$ cat src/rtl/pc_redirect_ctrl_pkg.sv
// Shared types and defaults for the PF PC redirect controller.
package pc_redirect_ctrl_pkg;

  localparam int unsigned XLEN = 32;

  localparam logic [XLEN-1:0] DEF_RESET_VEC = 32'hBFC0_0000;
  localparam logic [XLEN-1:0] DEF_EX_VEC    = 32'hBFC0_0380;

  // Encoding is ordered so that a numeric compare equals a priority compare.
  typedef enum logic [1:0] {
    RD_NONE = 2'd0,
    RD_BR   = 2'd1,
    RD_ERET = 2'd2,
    RD_EX   = 2'd3
  } rd_src_t;

  typedef enum logic {
    S_IDLE = 1'b0,
    S_PEND = 1'b1
  } state_t;

endpackage

$ cat src/rtl/pc_redirect_ctrl_prio_sel.sv
// Priority encode of live redirect sources and arbitration against a held redirect.
module rd_prio_sel
  import pc_redirect_ctrl_pkg::*;
#(
  parameter logic [XLEN-1:0] EX_VEC = DEF_EX_VEC
) (
  input  logic            br_req,
  input  logic [XLEN-1:0] br_target,
  input  logic            eret_req,
  input  logic [XLEN-1:0] epc,
  input  logic            ex_req,
  input  rd_src_t         pend_src,
  input  logic [XLEN-1:0] pend_tgt,
  output rd_src_t         live_src,
  output logic [XLEN-1:0] live_tgt,
  output logic [XLEN-1:0] eff_tgt,
  output logic            override
);

  // Live source: exception beats ERET beats branch.
  always_comb begin
    live_src = RD_NONE;
    live_tgt = '0;
    if (ex_req) begin
      live_src = RD_EX;
      live_tgt = EX_VEC;
    end else if (eret_req) begin
      live_src = RD_ERET;
      live_tgt = epc;
    end else if (br_req) begin
      live_src = RD_BR;
      live_tgt = br_target;
    end
  end

  // Live wins only when strictly higher; ties keep the older pending redirect.
  always_comb begin
    override = (live_src > pend_src);
    eff_tgt  = override ? live_tgt : pend_tgt;
  end

endmodule

$ cat src/rtl/pc_redirect_ctrl.sv
// Pre-fetch PC register with redirect arbitration, hold-while-busy and flush strobes.
module pc_redirect_ctrl
  import pc_redirect_ctrl_pkg::*;
#(
  parameter logic [XLEN-1:0] RESET_VEC = DEF_RESET_VEC,
  parameter logic [XLEN-1:0] EX_VEC    = DEF_EX_VEC
) (
  input  logic            clk,
  input  logic            rst,
  input  logic            pc_wr,
  input  logic            pf_ready,
  input  logic            br_req,
  input  logic [XLEN-1:0] br_target,
  input  logic            eret_req,
  input  logic [XLEN-1:0] epc,
  input  logic            ex_req,
  output logic [XLEN-1:0] pf_pc,
  output logic            front_flush,
  output logic            pf_flush,
  output logic            pf_cancel,
  output logic            rd_pending
);

  state_t          state;
  rd_src_t         pend_src;
  logic [XLEN-1:0] pend_tgt;
  rd_src_t         live_src;
  logic [XLEN-1:0] live_tgt;
  logic [XLEN-1:0] eff_tgt;
  logic            override;

  rd_prio_sel #(
    .EX_VEC (EX_VEC)
  ) u_prio_sel (
    .br_req    (br_req),
    .br_target (br_target),
    .eret_req  (eret_req),
    .epc       (epc),
    .ex_req    (ex_req),
    .pend_src  (pend_src),
    .pend_tgt  (pend_tgt),
    .live_src  (live_src),
    .live_tgt  (live_tgt),
    .eff_tgt   (eff_tgt),
    .override  (override)
  );

  // PC / pending-redirect FSM.
  always_ff @(posedge clk or posedge rst) begin
    if (rst) begin
      state    <= S_IDLE;
      pf_pc    <= RESET_VEC;
      pend_src <= RD_NONE;
      pend_tgt <= '0;
    end else begin
      case (state)
        S_IDLE: begin
          if (live_src != RD_NONE) begin
            if (pf_ready) begin
              pf_pc <= live_tgt;
            end else begin
              pend_src <= live_src;
              pend_tgt <= live_tgt;
              state    <= S_PEND;
            end
          end else if (pc_wr && pf_ready) begin
            pf_pc <= pf_pc + XLEN'(4);
          end
        end
        S_PEND: begin
          if (pf_ready) begin
            pf_pc    <= eff_tgt;
            pend_src <= RD_NONE;
            pend_tgt <= '0;
            state    <= S_IDLE;
          end else if (override) begin
            pend_src <= live_src;
            pend_tgt <= live_tgt;
          end
        end
        default: state <= S_IDLE;
      endcase
    end
  end

  // Flush / cancel strobes accompany the redirect in the same cycle.
  always_comb begin
    pf_flush  = 1'b0;
    pf_cancel = 1'b0;
    case (state)
      S_IDLE: begin
        if (live_src != RD_NONE) begin
          pf_flush  = 1'b1;
          pf_cancel = !pf_ready;
        end
      end
      S_PEND: begin
        if (pf_ready) begin
          pf_flush = 1'b1;
        end else if (override) begin
          pf_cancel = 1'b1;
        end
      end
      default: ;
    endcase
  end

  // Front-end flush only for MEM-stage commits; ID handles its own branch shadow.
  assign front_flush = ex_req | eret_req;

  assign rd_pending = (state == S_PEND);

endmodule

$ cat config.mk
export PLATFORM = sky130hd
export DESIGN_NAME = pc_redirect_ctrl
export DESIGN_NICKNAME = d
export VERILOG_FILES = /design/src/rtl/pc_redirect_ctrl_pkg.sv /design/src/rtl/pc_redirect_ctrl_prio_sel.sv /design/src/rtl/pc_redirect_ctrl.sv
export SDC_FILE = /design/constraint.sdc
export NUM_CORES = 1
export LEC_CHECK = 0
export CAP_MARGIN = 25
export CORE_MARGIN = 2
export CORE_UTILIZATION = 45
export DETAILED_ROUTE_END_ITERATION = 16
export GPL_ROUTABILITY_DRIVEN = 0
export GPL_TIMING_DRIVEN = 0
export PLACE_DENSITY = 0.81
export SYNTH_ARGS = -nofsm -noshare
export SYNTH_HDL_FRONTEND = slang
export SYNTH_SLANG_ARGS = --single-unit
$ cat constraint.sdc
create_clock -name clk -period 6.1 [get_ports clk]
set_input_delay 1.22 -clock clk [delete_from_list [all_inputs] [get_ports clk]]
set_output_delay 1.22 -clock clk [all_outputs]
set_load 0.02 [all_outputs]
==> reports/results.txt, run 1 <==
Worst Tran Pin Value: 1.12 ns
min-delay src: pend_tgt[12]
row count: 36
adder and majority gate portion of the synthesized area: 0.833%
Remaining Overflow, GRT: 0
Worst Clk Skew: 0.0125 ns
Synth top cells by count: 76 x nand2_1, 58 x dfrtp_1, 35 x o21ai_0, 31 x a21oi_1, 26 x nor2_1
drt via density: 6.55
largest family of logic cells by synthesized area: compound AO/OA/AOI/OAI gates
yosys warns: 0
R2R Path End: pf_pc[12]
Min Hold Slack: 0.499 ns
CP required: 4.88 ns
Starting Density: 46.3%
CTS tree: done
Syn Nets: 598
GRT Util Overall: 30.8%
DRC viols: 0
Synth Area in Simple Gates: 21.2%
WHS Path Cells: 2
WL final: 16.8 mm
fin cells: 777
CTS root buffer: clkbuf_8
Initial DRT Pass Iterations: 6
largest net degree at the start of global routing: 39
Ant. Diodes: 0
Crit Path Class: in2out
Hold Crit Class: reg2reg
Fmax: 174 MHz
final cell utilization of the core: 61.3%
# hold bufs at CTS: 0
number of global-route vias before repair: 4977
Syn Inst Count: 524
number of port buffers: 104
Mapped Area: 4510 um^2
GRT met1 Usage: 38.4%
deepest clock path buffer count: 2
run status: complete, no violations
Global Route met3 Usage: 7.71%
multiplexer share of the synthesized area: 5.16%
I/O pins: 107
Mean Syn Cell Area: 8.60 um^2
final setup fails: 0
area leader, netlist: dfrtp_1
DRT iter0 DRCs: 613
Max FO, Critical Path: 18
post-CTS setup buffer count: 0
H-tree levels: 3
crit path time final: 5.75 ns
Post-DRT Antenna Nets: 0
Max Slew Vio Count: 0
Worst-Skew Late Latency: 0.36 ns
clk sinks: 67
Worst-path clk slew: 0.08 ns
DP HPWL: 11.9 mm
period utilization: 94.2%
Routed wire per std cell: 21.6 um
most used flip-flop cell after synthesis: dfrtp_1
Max VDD drop: 0.111 mV
antenna violations before repair: 0
Die W: 104 um
Die Height: 104 um
XOR/XNOR Fraction of Synth Area: 0%
M2 GR Usage: 48.7%
Final Hold Fails: 0
flops & latches, synth: 67
total placed instance area: 5730 um^2
post-synth cell types: 66
number of synthesized flops with an enable pin: 0
Synth-to-Final Area Change: 32.3%
Startpoint Class: primary input
area share of the largest cell type after synthesis: 32.2%
Most Crowded Layer GR: met2
end of the worst hold path: pend_tgt[12]
TritonCTS Buffers: 9
Fillers: 864
register area share after synthesis: 37.5%
cell with the most instances after synthesis: nand2_1
Final Cell Area: 5960 um^2
FF-to-FF path depth: 9
routed vias: 5093
CP Capture Type: output port
worst reg-to-reg setup slack: 3.02 ns
post-synthesis async set-or-reset flop share: 100%
Final #Nets: 713
CORE AREA: 9730 um^2
placed insts: 762
PD cells: 274 nW/um^2
RSZ-0062 raised after global routing: false
Reg-to-Reg Start: pend_src[1]
top cells by area, synth: dfrtp_1 32%, nand2_1 6.3%, dfstp_2 5.2%, mux2i_1 4.7%, a22o_1 4.3%
Slew headroom: 25.1%
total die area: 10800 um^2
Leak: 2.39 nW
share of layout cells above drive strength 1: 10.2%
max_cap viols: 0
critical path data arrival time: 4.53 ns
post-synthesis compound-gate area fraction: 29.8%
global-route wire length before repair: 26.4 mm
-- final cells by class --
cell class                 instances  area (um^2)  share of cell area (%)
buffer                            47          221                    3.72
inverter                           7         26.3                   0.441
multi-input combinational        402         2570                    43.1
sequential                        67         1690                    28.3
timing repair buffer             105         1060                    17.8
clock buffer                      12          155                    2.60
clock inverter                     4         72.6                    1.22
tap                              133          166                    2.79
-- kinds of logic after synthesis --
kind of cell	after synthesis
DFF	67
buffers and inverters	55
muxes	23
and+or+nand+nor	186
adders and majority gates	3
AOI/OAI and AO/OA	190
-- critical path, cell delays in order --
cell	delay, ns
buf_2	0.18
buf_1	0.50
clkbuf_2	0.41
nor2_1	0.14
ha_1	0.20
nand2b_1	0.06
clkbuf_1	0.28
nand3_1	0.17
nor2_1	0.17
a21oi_2	0.10
inv_2	0.37
clkdlybuf4s50_1	0.69
-- metal layers --
layer | up-vias | routed length [um]
met3 | 90 | 1860
met1 | 2393 | 6310
met2 | 372 | 7620
met5 | - | 0
li1 | 2238 | -
met4 | 0 | 963
-- what timing repair did --
| item | 4_1_cts | 5_1_grt |
|---|---|---|
| setup endpoints to repair | 1 | 1 |
| resized for setup | 2 | 0 |
| gates cloned | 0 | 0 |
| pin swaps | 0 | 0 |
-- cells in the final DEF (no fill, tap or decap), types with 3 or more instances in the layout --
cell | netlist | routed
dfstp_2 | 9 | 9
nor3_1 | 7 | 7
a21oi_1 | 31 | 31
a221oi_1 | 8 | 8
nor2_1 | 26 | 26
ha_1 | 3 | 3
nand3_1 | 12 | 12
nand2b_1 | 3 | 3
o22ai_1 | 15 | 15
and4_1 | 8 | 8
o21ai_0 | 35 | 35
buf_2 | 16 | 16
buf_1 | 5 | 4
a31oi_1 | 14 | 14
inv_1 | 5 | 4
clkdlybuf4s50_1 | 0 | 104
clkbuf_8 | 0 | 11
a21o_1 | 3 | 3
nand4_1 | 11 | 11
a31o_2 | 3 | 3
nand3b_1 | 14 | 14
mux2i_1 | 21 | 21
o311ai_0 | 3 | 3
a22o_1 | 22 | 22
dfrtp_1 | 58 | 58
a211oi_1 | 10 | 10
and3_1 | 7 | 7
o31ai_1 | 4 | 4
and2_1 | 4 | 4
clkbuf_1 | 23 | 22
a221o_1 | 8 | 8
a22oi_1 | 4 | 4
or2_2 | 4 | 4
nand2_1 | 76 | 76
o311a_1 | 4 | 4
-- worst max path at each step --
stage	from	end	slack, ns	cells after the start
3_3_place_gp	ex_req	pf_cancel	-0.09	13
5_1_grt	eret_req	pf_cancel	0.15	11
2_1_floorplan	ex_req	pf_cancel	1.43	12
3_5_place_dp	ex_req	pf_cancel	-0.23	13
4_1_cts	ex_req	pf_cancel	0.03	13
6_report	ex_req	pf_cancel	0.35	12
-- power breakdown --
group	internal, mW	switching (mW)	total (mW)
clock	0.252	0.185	0.437
combinational	0.255	0.322	0.576
sequential	0.529	0.0921	0.622
total	1.04	0.598	1.63
-- registers in the layout (all words and copies together) (netlist names) --
register    count
rd_pending      1
pend_src        2
pend_tgt       32
pf_pc          32
-- stage by stage --
| stage | worst slack [ns] | power (mW) | setup TNS [ns] |
|---|---|---|---|
| 6_report | 0.354 | 1.63 | 0 |
| 5_1_grt | 0.146 | 1.70 | 0 |
| 4_1_cts | 0.0275 | 1.62 | 0 |
| 3_5_place_dp | -0.227 | 1.19 | -0.227 |
| 3_3_place_gp | -0.0925 | 1.17 | -0.0925 |
| 2_1_floorplan | 1.43 | 0.934 | 0 |
(Power assumes the default switching activity.)
==> inputs of run 2 (changes only) <==
--- a/config.mk
+++ b/config.mk
@@ -7,11 +7,11 @@
 export LEC_CHECK = 0
 export CAP_MARGIN = 25
 export CORE_MARGIN = 2
-export CORE_UTILIZATION = 45
+export CORE_UTILIZATION = 55
 export DETAILED_ROUTE_END_ITERATION = 16
 export GPL_ROUTABILITY_DRIVEN = 0
 export GPL_TIMING_DRIVEN = 0
-export PLACE_DENSITY = 0.81
+export PLACE_DENSITY = 0.95
 export SYNTH_ARGS = -nofsm -noshare
 export SYNTH_HDL_FRONTEND = slang
 export SYNTH_SLANG_ARGS = --single-unit
==> run 2 against run 1 <==
Against the previous run:
- combinational power rose by 3%
- critical path depth did not move
- worst hold slack got worse by 0.012 ns
- global-route usage rose by 7.8 points
- maximum frequency fell by 1.8%
- clock skew fell by 0.0072 ns
- final cell count fell by 3.6%
- first-iteration DRC count rose by 56%
==> reports/results.txt, run 2 (synthesis results as in run 1) <==
GRT Util Overall: 38.6% (was 30.8%)
Worst-path clk slew: 0.07 ns (was 0.08 ns)
antenna violations before repair: 0 (unchanged)
final cell utilization of the core: 72.8% (was 61.3%)
Max VDD drop: 0.146 mV (was 0.111 mV)
Post-Place Setup Slack: -0.0639 ns (was -0.227 ns)
total die area: 8930 um^2 (was 10800 um^2)
RSZ-0062 raised after global routing: false (unchanged)
number of port buffers: 104 (unchanged)
Comb power frac: 37.2% (was 35.3%)
Starting Density: 55.7% (was 46.3%)
PD cells: 271 nW/um^2 (was 274 nW/um^2)
Max Slew Vio Count: 0 (unchanged)
Synth-to-Final Area Change: 30.7% (was 32.3%)
Worst Clk Skew: 0.00525 ns (was 0.0125 ns)
row count: 33 (was 36)
Net Sw Frac: 38.6% (was 36.6%)
placed insts: 734 (was 762)
Fmax: 171 MHz (was 174 MHz)
total power: 1.60 mW (was 1.63 mW)
Initial DRT Pass Iterations: 9 (was 6)
clk sinks: 67 (unchanged)
FF-to-FF path depth: 9 (unchanged)
drt via density: 7.24 (was 6.55)
TritonCTS Buffers: 9 (unchanged)
Post-DRT Antenna Nets: 0 (unchanged)
most common cell after layout, fill and taps aside: clkdlybuf4s50_1 (unchanged)
Max FO, Critical Path: 18 (unchanged)
max_cap viols: 0 (unchanged)
largest net degree at the start of global routing: 43 (was 39)
Routed wire per std cell: 22.9 um (was 21.6 um)
Final Hold Fails: 0 (unchanged)
I/O pins: 107 (unchanged)
Slew headroom: 34.8% (was 25.1%)
final setup fails: 0 (unchanged)
crit path time final: 5.85 ns (was 5.75 ns)
Slowest-stage cell, CP: clkdlybuf4s50_1 (unchanged)
Min Hold Slack: 0.487 ns (was 0.499 ns)
WHS Path Cells: 2 (unchanged)
CTS root buffer: clkbuf_8 (unchanged)
Internal: 981 uW (was 1.04 mW)
period utilization: 96.0% (was 94.2%)
fin cells: 749 (was 777)
CORE AREA: 8090 um^2 (was 9730 um^2)
Clk pwr share: 23.9% (was 26.7%)
Die Height: 94.5 um (was 104 um)
post-CTS setup buffer count: 0 (unchanged)
share of layout cells above drive strength 1: 10.6% (was 10.2%)
Startpoint Class: primary input (unchanged)
Final WS setup: 0.247 ns (was 0.354 ns)
Ant. Diodes: 0 (unchanged)
WL final: 17.2 mm (was 16.8 mm)
DRT iter0 DRCs: 958 (was 613)
CTS tree: done (unchanged)
Sequential Power Share: 38.9% (was 38.0%)
most frequent cells in the layout: 104 x clkdlybuf4s50_1, 76 x nand2_1, 58 x dfrtp_1 (unchanged)
max incr delay on CP: 0.68 ns (was 0.69 ns)
Die W: 94.5 um (was 104 um)
CP required: 4.88 ns (about the same)
run status: complete, no violations (unchanged)
biggest regs: pend_tgt: 32 flops, pf_pc: 32 flops, pend_src: 2 flops (unchanged)
routed vias: 5423 (was 5093)
Leak: 2.38 nW (was 2.39 nW)
CP Capture Type: output port (unchanged)
Final #Nets: 713 (unchanged)
Worst-Skew Late Latency: 0.36 ns (about the same)
Hold Crit Class: reg2reg (unchanged)
cell chain of the critical path: buf_2 > buf_2 > clkbuf_1 > nor2_1 > ha_1 > nand2b_1 > clkbuf_1 > nand3_1 > nor2_1 > a21oi_2 > inv_2 > clkdlybuf4s50_1 (was buf_2 > buf_1 > clkbuf_2 > nor2_1 > ha_1 > nand2b_1 > clkbuf_1 > nand3_1 > nor2_1 > a21oi_2 > inv_2 > clkdlybuf4s50_1)
critical path data arrival time: 4.63 ns (was 4.53 ns)
deepest clock path buffer count: 2 (unchanged)
DP HPWL: 12.0 mm (was 11.9 mm)
Worst Tran Pin Value: 0.973 ns (was 1.12 ns)
global-route wire length before repair: 26.2 mm (was 26.4 mm)
Remaining Overflow, GRT: 0 (unchanged)
DRC viols: 0 (unchanged)
H-tree levels: 3 (unchanged)
NetSw: 616 uW (was 598 uW)
number of global-route vias before repair: 5061 (was 4977)
Crit Path Class: in2out (unchanged)
==> run 2: metrics by stage <==
step                cell area, um^2  TNS [ns]
finish                         5890         0
global route                   5890         0
CTS                            5890         0
detailed placement             5700   -0.0639
global placement               5680         0
floorplan                      4510         0
==> run 2: area by class of cell <==
class | count | area, um^2
inverters | 7 | 26.3
clock inverters | 6 | 55.1
multi-input cells | 402 | 2570
clock buffers | 10 | 138
flip-flops and latches | 67 | 1690
well taps | 105 | 131
plain buffers | 47 | 223
repair buffers | 105 | 1060
fillers | 584 | 2200
==> run 2: path summary, 6_finish.rpt <==
| kind | startpoint | endpoint | slack [ns] |
|---|---|---|---|
| max | ex_req | pf_cancel | 0.25 |
| min | pend_tgt[3] | pend_tgt[3] | 0.49 |
| max reg2reg | pend_src[1] | pf_pc[12] | 3.00 |
| min reg2reg | pend_tgt[3] | pend_tgt[3] | 0.49 |
| max in group asynchronous | rst | pf_pc[24] | 4.20 |
| min in group asynchronous | rst | pf_pc[10] | 1.22 |
==> run 2: repair_timing <==
item / CTS / global route
resized for setup: 2 / 2
hold buffers: 0 / 0
pin swaps: 0 / 0
endpoints found under the hold margin: 0 / 0
endpoints found under the setup margin: 1 / 1
==> run 2: worst max-delay path: cells and delay by family <==
kind | cells | cell delay, ns
AO/OA/AOI/OAI | 1 | 0.11
adder cells (fa/ha/maj) | 1 | 0.22
buffers and inverters | 6 | 2.39
AND/OR/NAND/NOR | 4 | 0.66
==> run 2: metal layers <==
metal  global-route usage (%)  part of all wire, %
met3                     10.1                   14
met5                        0                    0
met2                     61.5                   46
met4                     22.5                  6.2
met1                     47.3                   34
==> run 2: power by group through the flow <==
stage	Clock [mW]	Combinational [mW]	Sequential, mW
after global placement	0	0.549	0.614
after detailed placement	0	0.567	0.622
after floorplan	0	0.285	0.649
after CTS	0.371	0.574	0.614
after global routing	0.393	0.621	0.627
final	0.381	0.594	0.622
